## src/rtl/edc_seq_pkg.sv

```systemverilog
// Shared definitions for the frame sequencer: state encoding and default depth.
package edc_seq_pkg;

  localparam int NDATA_DEF = 128;

  typedef enum logic [1:0] {
    IDLE = 2'b00,
    RUN  = 2'b01,
    DONE = 2'b10
  } state_t;

endpackage

```

## src/rtl/frame_sequencer_if.sv

```systemverilog
// Request/response bundle between a frame requester and the frame sequencer.
interface frame_sequencer_if #(parameter int NDATA = edc_seq_pkg::NDATA_DEF);

  localparam int NDATA_LOG = $clog2(NDATA);

  logic                 start;
  logic [NDATA_LOG-1:0] len_m1;
  logic                 stall;
  logic                 abort;
  logic                 busy;
  logic                 addr_vld;
  logic [NDATA_LOG-1:0] addr;
  logic                 last;
  logic                 done;

  modport master (
    output start, len_m1, stall, abort,
    input  busy, addr_vld, addr, last, done
  );

  modport slave (
    input  start, len_m1, stall, abort,
    output busy, addr_vld, addr, last, done
  );

endinterface

```

## src/rtl/seq_counter.sv

```systemverilog
// Word address counter with synchronous clear and increment enable.
module seq_counter #(
  parameter int NDATA = edc_seq_pkg::NDATA_DEF
) (
  input  logic                     clk,
  input  logic                     rst,
  input  logic                     clr,
  input  logic                     inc,
  output logic [$clog2(NDATA)-1:0] dout
);

  always_ff @(posedge clk or negedge rst) begin
    if (!rst) begin
      dout <= '0;
    end else if (clr) begin
      dout <= '0;
    end else if (inc) begin
      dout <= dout + 1'b1;
    end
  end

endmodule

```

## src/rtl/frame_sequencer.sv

```systemverilog
// Issues one word address per unstalled cycle for a frame of len_m1+1 words.
//   state | meaning
//   IDLE  | waiting for start; length latched and counter cleared on accept
//   RUN   | addr_vld high, address advances unless stalled
//   DONE  | single-cycle completion pulse
module frame_sequencer
  import edc_seq_pkg::*;
#(
  parameter int NDATA = NDATA_DEF
) (
  input  logic               clk,
  input  logic               rst,
  frame_sequencer_if.slave   bus
);

  localparam int NDATA_LOG = $clog2(NDATA);

  state_t               state;
  state_t               state_nxt;
  logic [NDATA_LOG-1:0] len_q;
  logic [NDATA_LOG-1:0] addr;
  logic                 clr;
  logic                 inc;
  logic                 at_end;

  assign at_end = (addr == len_q);

  always_ff @(posedge clk or negedge rst) begin
    if (!rst) begin
      state <= IDLE;
    end else begin
      state <= state_nxt;
    end
  end

  always_ff @(posedge clk or negedge rst) begin
    if (!rst) begin
      len_q <= '0;
    end else if (clr) begin
      len_q <= bus.len_m1;
    end
  end

  always_comb begin
    state_nxt = IDLE;
    if (!bus.abort) begin
      case (state)
        IDLE:    state_nxt = bus.start ? RUN : IDLE;
        RUN:     state_nxt = (!bus.stall && at_end) ? DONE : RUN;
        DONE:    state_nxt = IDLE;
        default: state_nxt = IDLE;
      endcase
    end
  end

  // Outputs decode registered state only; clr/inc are internal strobes.
  always_comb begin
    clr          = (state == IDLE) && bus.start && !bus.abort;
    inc          = (state == RUN) && !bus.stall && !bus.abort && !at_end;
    bus.busy     = (state == RUN) || (state == DONE);
    bus.addr_vld = (state == RUN);
    bus.last     = (state == RUN) && at_end;
    bus.done     = (state == DONE);
    bus.addr     = addr;
  end

  seq_counter #(.NDATA(NDATA)) u_counter (
    .clk  (clk),
    .rst  (rst),
    .clr  (clr),
    .inc  (inc),
    .dout (addr)
  );

endmodule

```

## src/flat_wrapper.sv

```systemverilog
// flat-port wrapper written by rule: the top's interface ports become plain ports
module frame_sequencer_flat import edc_seq_pkg::*;
#(
  parameter int NDATA = NDATA_DEF
)
  (clk, rst, bus_start, bus_len_m1, bus_stall, bus_abort, bus_busy, bus_addr_vld, bus_addr, bus_last, bus_done);
  frame_sequencer_if #(.NDATA(NDATA)) bus_i ();
  input  logic clk;
  input  logic rst;
  input wire logic [$bits(bus_i.start)-1:0] bus_start;
  input wire logic [$bits(bus_i.len_m1)-1:0] bus_len_m1;
  input wire logic [$bits(bus_i.stall)-1:0] bus_stall;
  input wire logic [$bits(bus_i.abort)-1:0] bus_abort;
  output wire logic [$bits(bus_i.busy)-1:0] bus_busy;
  output wire logic [$bits(bus_i.addr_vld)-1:0] bus_addr_vld;
  output wire logic [$bits(bus_i.addr)-1:0] bus_addr;
  output wire logic [$bits(bus_i.last)-1:0] bus_last;
  output wire logic [$bits(bus_i.done)-1:0] bus_done;
  assign bus_i.start = bus_start;
  assign bus_i.len_m1 = bus_len_m1;
  assign bus_i.stall = bus_stall;
  assign bus_i.abort = bus_abort;
  assign bus_busy = bus_i.busy;
  assign bus_addr_vld = bus_i.addr_vld;
  assign bus_addr = bus_i.addr;
  assign bus_last = bus_i.last;
  assign bus_done = bus_i.done;
  frame_sequencer #(.NDATA(NDATA)) u_core (.clk(clk), .rst(rst), .bus(bus_i));
endmodule
```

## config.mk

```make
export PLATFORM = sky130hd
export DESIGN_NAME = frame_sequencer_flat
export DESIGN_NICKNAME = d
export VERILOG_FILES = /design/src/rtl/edc_seq_pkg.sv /design/src/rtl/frame_sequencer_if.sv /design/src/rtl/seq_counter.sv /design/src/rtl/frame_sequencer.sv /design/src/flat_wrapper.sv
export SDC_FILE = /design/constraint.sdc
export NUM_CORES = 1
export LEC_CHECK = 0
export CORE_UTILIZATION = 46
export CTS_BUF_LIST = sky130_fd_sc_hd__clkbuf_8
export DETAILED_ROUTE_END_ITERATION = 16
export PLACE_DENSITY = 0.76
export SLEW_MARGIN = 20
export SYNTH_ARGS = -nofsm -noshare
export SYNTH_HDL_FRONTEND = slang
export SYNTH_SLANG_ARGS = --single-unit
export TNS_END_PERCENT = 10
```

## constraint.sdc

```tcl
create_clock -name clk -period 2.9 [get_ports clk]
set_clock_uncertainty 0.05 [all_clocks]
set_input_delay 0.58 -clock clk [delete_from_list [all_inputs] [get_ports clk]]
set_output_delay 0.58 -clock clk [all_outputs]
set_load 0.01 [all_outputs]
```

==> impl_metrics.ini, run 1 <==
[run_status]
status = complete, no violations

[place]
gp_congestion = 0.754
dp.final_hpwl_um = 1330
io_buffers = 22
placedCellCount = 138

[logic_synthesis]
synthCells = 94
ys_ff_latch = 16
syn_nets = 110
synthTopCellsByArea = dfrtp_1, nand2_1, xnor2_1
syn_avg_cell_area_um2 = 9.40
synth_top_cell_by_area = dfrtp_1
yosysUniqueCellTypes = 28
synth_top_area_share_pct = 45.3
ys_warn_count = 0
seq_area_frac_synth_pct = 45.3
syn-cell-area_um2 = 883

[cts]
root_buffer = clkbuf_8
cts_tree = built
postCtsSetupBuffers = 0
ctsResizeCount = 0
htreeDepth = 1
clk_latency_ps = 250
cts.clk_slew.worst_paths_ps = 60
cts.sinks = 16
cts_made_buffers = 3
cts-hold-fix-buffers = 0
cts_buffer_depth = 2

[worst_setup_path]
critPathRequiredTime_ps = 2270
reg2reg_from = u_core.state[1]$_DFF_PN0_
critPathKind = flip-flop to output pin
end_kind = output pin
reg2regPathDepth = 7
crit_arrival_ps = 2050
reg2reg_slack_ps = 1050
path_max_fanout = 7
start_kind = flip-flop
worst_r2r_endpoint = u_core.u_counter.dout[6]$_DFFE_PN0P_

[floorplanning]
ios = 23
die_area_um2 = 2100
die_h_um = 45.8
die_x_um = 45.8
row_count = 15
core_um2 = 1760
start_util_pct = 50.1

[timing]
layout_min_cycle_time_ps = 2680
hold_viol = 0
tightest_slew_ps = 720
slew_viol_final = 0
fmax_ghz = 0.374
setup_tns_ps = 0
finalCritPeriodShare_pct = 92.3
setup_violations = 0
rsz0062_at_grt = no
slew_headroom_pct = 51.8

[routing]
drtIter0Drc = 7
viasPerCell = 5.22
first_pass_iters = 4
wl_per_cell_um = 12.7
drc = 0
wl_um = 1790
drtAntennaViolNets = 0
vias = 736

[finish]
area_growth_pct = 31.4
stdcell_count = 141
drive_gt1_share_pct = 8.62
antenna_cells = 0
nets = 134

[power_and_ir_drop]
power_density_nw_per_um2 = 528
p_leak_nw = 0.499
peakVddDrop_mv = 0.388

[min_path]
holdCritStartpoint = u_core.len_q[4]$_DFFE_PN0P_
hold_end = u_core.len_q[4]$_DFFE_PN0P_
holdPathStages = 2
hold_class = flip-flop to flip-flop

[global_routing]
grt_use_total_pct = 20.2
grt_overflow_total = 0
grt_pass1_vias = 697
grt_first_pass_wirelength_um = 2990
antenna_found_initial = 0
grt_start_max_net_pins = 17

[job]
drv_cap = 0
## stage by stage
| stage | util, % | power (W) | worst slack (ps) | instance area, um^2 | hold WS (ps) |
|---|---|---|---|---|---|
| after floorplan | - | 0.000389 | 944 | 883 | 234 |
| after global placement | 63.5 | 0.000450 | 493 | 1120 | 435 |
| after detailed placement | 63.5 | 0.000455 | 496 | 1120 | 440 |
| after CTS | 65.8 | 0.000617 | 225 | 1160 | 455 |
| after global routing | 65.8 | 0.000651 | 108 | 1160 | 477 |
| final | 65.8 | 0.000614 | 224 | 1160 | 448 |
## layout by cell type, fill, tap and decap left out, types with 3 or more instances in the layout
cell             synthesis  routed
clkdlybuf4s50_1          0      22
nand2_1                 25      25
xnor2_1                  7       7
nor2_1                   4       4
inv_1                    3       3
or3_1                    3       3
o21ai_0                  5       5
clkbuf_8                 0       3
nand3_1                  3       3
ha_1                     4       4
dfrtp_1                 16      16
a21oi_1                  5       5
## logic make-up after synthesis
kind of cell             count (synthesis)  share of synthesized area, %
flip-flops                              16                          45.3
AND/OR/NAND/NOR                         46                          27.1
XOR/XNOR                                 8                          8.78
buffers and inverters                    6                          2.98
adder cells (fa/ha/maj)                  4                          5.67
AO/OA/AOI/OAI                           14                          10.2
## state kept, by name, indices dropped and copies added, names as in the netlist
name	count
u_core.len_q	7
u_core.state	2
u_core.u_counter.dout	7
## where the power goes
group / switching, W / total, W / internal [W] / leakage, nW
registers: 0.0000302 / 0.000284 / 0.000254 / 0.210
clock network: 0.0000710 / 0.000163 / 0.0000921 / 0.0216
logic: 0.0000821 / 0.000167 / 0.0000845 / 0.267
total: 0.000183 / 0.000614 / 0.000430 / 0.499
## worst max-delay path, stage by stage, from the launching register on
cell and delay [ps]:
dfrtp_1 450, xnor2_1 210, nand4_2 170, or2_2 340
nor2_1 90, clkdlybuf4s50_1 530
## worst max path at each step
stage,from,to,cells after the start,slack (ps)
finish,u_core.u_counter.dout[3]$_DFFE_PN0P_,bus_last,5,220
global route,u_core.u_counter.dout[2]$_DFFE_PN0P_,bus_last,5,110
CTS,u_core.u_counter.dout[4]$_DFFE_PN0P_,bus_last,5,230
detailed placement,u_core.u_counter.dout[4]$_DFFE_PN0P_,bus_last,5,500
global placement,u_core.u_counter.dout[0]$_DFFE_PN0P_,bus_last,5,490
floorplan,u_core.u_counter.dout[2]$_DFFE_PN0P_,bus_last,5,940
## synthesized netlist by cell type
| cell | number |
|---|---|
| nand4_2 | 1 |
| nand3b_1 | 1 |
| nand4_1 | 1 |
| xnor2_1 | 7 |
| inv_1 | 3 |
| nand3_1 | 3 |
| nor2_8 | 1 |
| or4_1 | 1 |
| buf_4 | 1 |
| o21a_1 | 1 |
| a31o_2 | 1 |
| xnor2_2 | 1 |
| o31ai_1 | 1 |
| clkbuf_1 | 2 |
| o21ai_0 | 5 |
| nand2b_1 | 1 |
| nor3_1 | 1 |
| nor2_1 | 4 |
| and3b_1 | 1 |
| ha_1 | 4 |
| or3_1 | 3 |
| o21ai_4 | 1 |
| nand2_1 | 25 |
| dfrtp_1 | 16 |
| or2_2 | 1 |
| and2_1 | 1 |
| nand3_2 | 1 |
| a21oi_1 | 5 |
## layer usage
metal | up-vias | global-route usage, % | part of all wire (%)
met5 | - | 0 | 0
met4 | 0 | 8.82 | 1.6
li1 | 361 | - | -
met2 | 25 | 32.3 | 48
met1 | 345 | 26.8 | 46
met3 | 5 | 3.57 | 3.8
## layout make-up
class	count	area, um^2
Fill cell	160	603
Multi-Input combinational cell	72	457
Sequential cell	16	400
Timing Repair Buffer	22	220
Clock buffer	3	41.3
Tap cell	25	31.3
Inverter	3	11.3
Note: power is estimated with default switching activity, not from simulation.
==> run 2: changes to the inputs <==
--- a/config.mk
+++ b/config.mk
@@ -8,6 +8,7 @@
 export CORE_UTILIZATION = 46
 export CTS_BUF_LIST = sky130_fd_sc_hd__clkbuf_8
 export DETAILED_ROUTE_END_ITERATION = 16
+export GPL_TIMING_DRIVEN = 0
 export PLACE_DENSITY = 0.76
 export SLEW_MARGIN = 20
 export SYNTH_ARGS = -nofsm -noshare
==> constraint.sdc (replaced) <==
create_clock -name clk -period 2.8 [get_ports clk]
set_clock_uncertainty 0.05 [all_clocks]
set_input_delay 0.56 -clock clk [delete_from_list [all_inputs] [get_ports clk]]
set_output_delay 0.56 -clock clk [all_outputs]
set_load 0.01 [all_outputs]
==> impl_metrics.ini, run 2 (synthesis gave the netlist of run 1 again) <==
[run_status]
status = complete, no violations

[routing]
routed.top_layer = met4
viasPerCell = 5.10
drc = 0
wl_met3_um = 78
drtIter0Drc = 4
met2_wirelength_um = 838
met1_length_um = 832
wl_um = 1790
drtAntennaViolNets = 0
vias = 740
first_pass_iters = 3
wl_per_cell_um = 12.4

[timing]
slew_headroom_pct = 51.7
rsz0062_at_grt = no
finalWorstSetupSlack_ps = 140
layout_min_cycle_time_ps = 2660
fmax_ghz = 0.376
setup_violations = 0
slew_viol_final = 0
tightest_slew_ps = 722
setup_tns_ps = 0
finalCritPeriodShare_pct = 95.0
hold_viol = 0

[place]
io_buffers = 22
dp_slack_ps = 377
dp.final_hpwl_um = 1350
placedCellCount = 141
gp_congestion = 0.726

[job]
drv_cap = 0

[global_routing]
grt_first_pass_wirelength_um = 3060
grt_start_max_net_pins = 17
grt_use_total_pct = 21.1
grt_overflow_total = 0
grt_pass1_vias = 695
antenna_found_initial = 0

[cts]
cts-hold-fix-buffers = 0
cts.clk_slew.worst_paths_ps = 70
cts_tree = built
root_buffer = clkbuf_8
cts.sinks = 16
clk_latency_ps = 250
cts_made_buffers = 3
cts_buffer_depth = 2
htreeDepth = 1

[finish]
nets = 137
layout_common_cells = nand2_1, clkdlybuf4s50_1, dfrtp_1, xnor2_1
antenna_cells = 0
stdcell_count = 145
drive_gt1_share_pct = 10.8
reg.largest.list = u_core.len_q x7, u_core.u_counter.dout x7, u_core.state x2
final_core_util_pct = 67.9
fillCellCount = 161
final_common_cell = nand2_1
area_growth_pct = 35.6

[power_and_ir_drop]
power_density_nw_per_um2 = 567
p_leak_nw = 0.518
peakVddDrop_mv = 0.345

[worst_setup_path]
path_max_fanout = 7
critPathRequiredTime_ps = 2190
crit_arrival_ps = 2050
critPathKind = flip-flop to output pin
end_kind = output pin
start_kind = flip-flop

[floorplanning]
die_x_um = 45.8
die_h_um = 45.8
row_count = 15
start_util_pct = 50.1
core_um2 = 1760
die_area_um2 = 2100
ios = 23

[min_path]
hold_class = flip-flop to flip-flop
==> run 2: changes by cell type in the layout (fill, tap and decap cells not counted) <==
cell | before | now
buf_4 | 0 | 1
clkbuf_1 | 0 | 2
clkbuf_8 | 3 | 4
xnor2_1 | 7 | 6
xnor2_2 | 1 | 2
==> run 2: final cells by class <==
| class | instances | area [um^2] | area share (%) |
|---|---|---|---|
| Clock buffer | 4 | 55.1 | 4.60 |
| Sequential cell | 16 | 400 | 33.4 |
| Buffer | 3 | 15.0 | 1.25 |
| Timing Repair Buffer | 22 | 220 | 18.4 |
| Multi-Input combinational cell | 72 | 464 | 38.8 |
| Tap cell | 25 | 31.3 | 2.61 |
| Inverter | 3 | 11.3 | 0.940 |
==> run 2: worst paths after layout <==
path | slack, ps | cells past startpoint | start | end
worst max-delay path | 140 | 5 | u_core.u_counter.dout[3]$_DFFE_PN0P_ | bus_last
worst min-delay path | 450 | 2 | u_core.len_q[4]$_DFFE_PN0P_ | u_core.len_q[4]$_DFFE_PN0P_
worst max register to register | 980 | 7 | u_core.state[1]$_DFF_PN0_ | u_core.u_counter.dout[6]$_DFFE_PN0P_
worst min register to register | 450 | 2 | u_core.len_q[4]$_DFFE_PN0P_ | u_core.len_q[4]$_DFFE_PN0P_
max in group asynchronous | 1560 | 1 | rst | u_core.u_counter.dout[0]$_DFFE_PN0P_
min in group asynchronous | 690 | 1 | rst | u_core.u_counter.dout[4]$_DFFE_PN0P_
==> run 2: metal layers <==
metal  vias up  global-route usage, %
li1        369                      -
met1       342                   26.7
met3         6                   5.56
met5         -                      0
met2        23                   32.6
met4         0                   11.8
==> run 2: where the power goes <==
part	leakage [nW]	switching (W)	total, W	internal [W]
logic	0.278	0.0000859	0.000176	0.0000902
clock network	0.0288	0.0000830	0.000208	0.000125
registers	0.210	0.0000320	0.000295	0.000263
total	0.518	0.000201	0.000679	0.000478
==> run 2: timing repair <==
action,CTS,global route
resized for setup,0,1
setup buffers,0,0
setup endpoints to repair,0,1
==> run 2: critical path, cell delays in order, from the launching register on <==
cell	delay, ps
dfrtp_1	470
xnor2_2	190
nand4_2	170
or2_2	340
nor2_1	90
clkdlybuf4s50_1	530
==> run 2: metrics by stage <==
stage	total power (W)	instance area [um^2]	hold slack (ps)
6_report	0.000679	1200	449
3_3_place_gp	0.000464	1130	434
4_1_cts	0.000680	1190	455
2_1_floorplan	0.000402	883	214
3_5_place_dp	0.000473	1130	439
5_1_grt	0.000716	1200	488
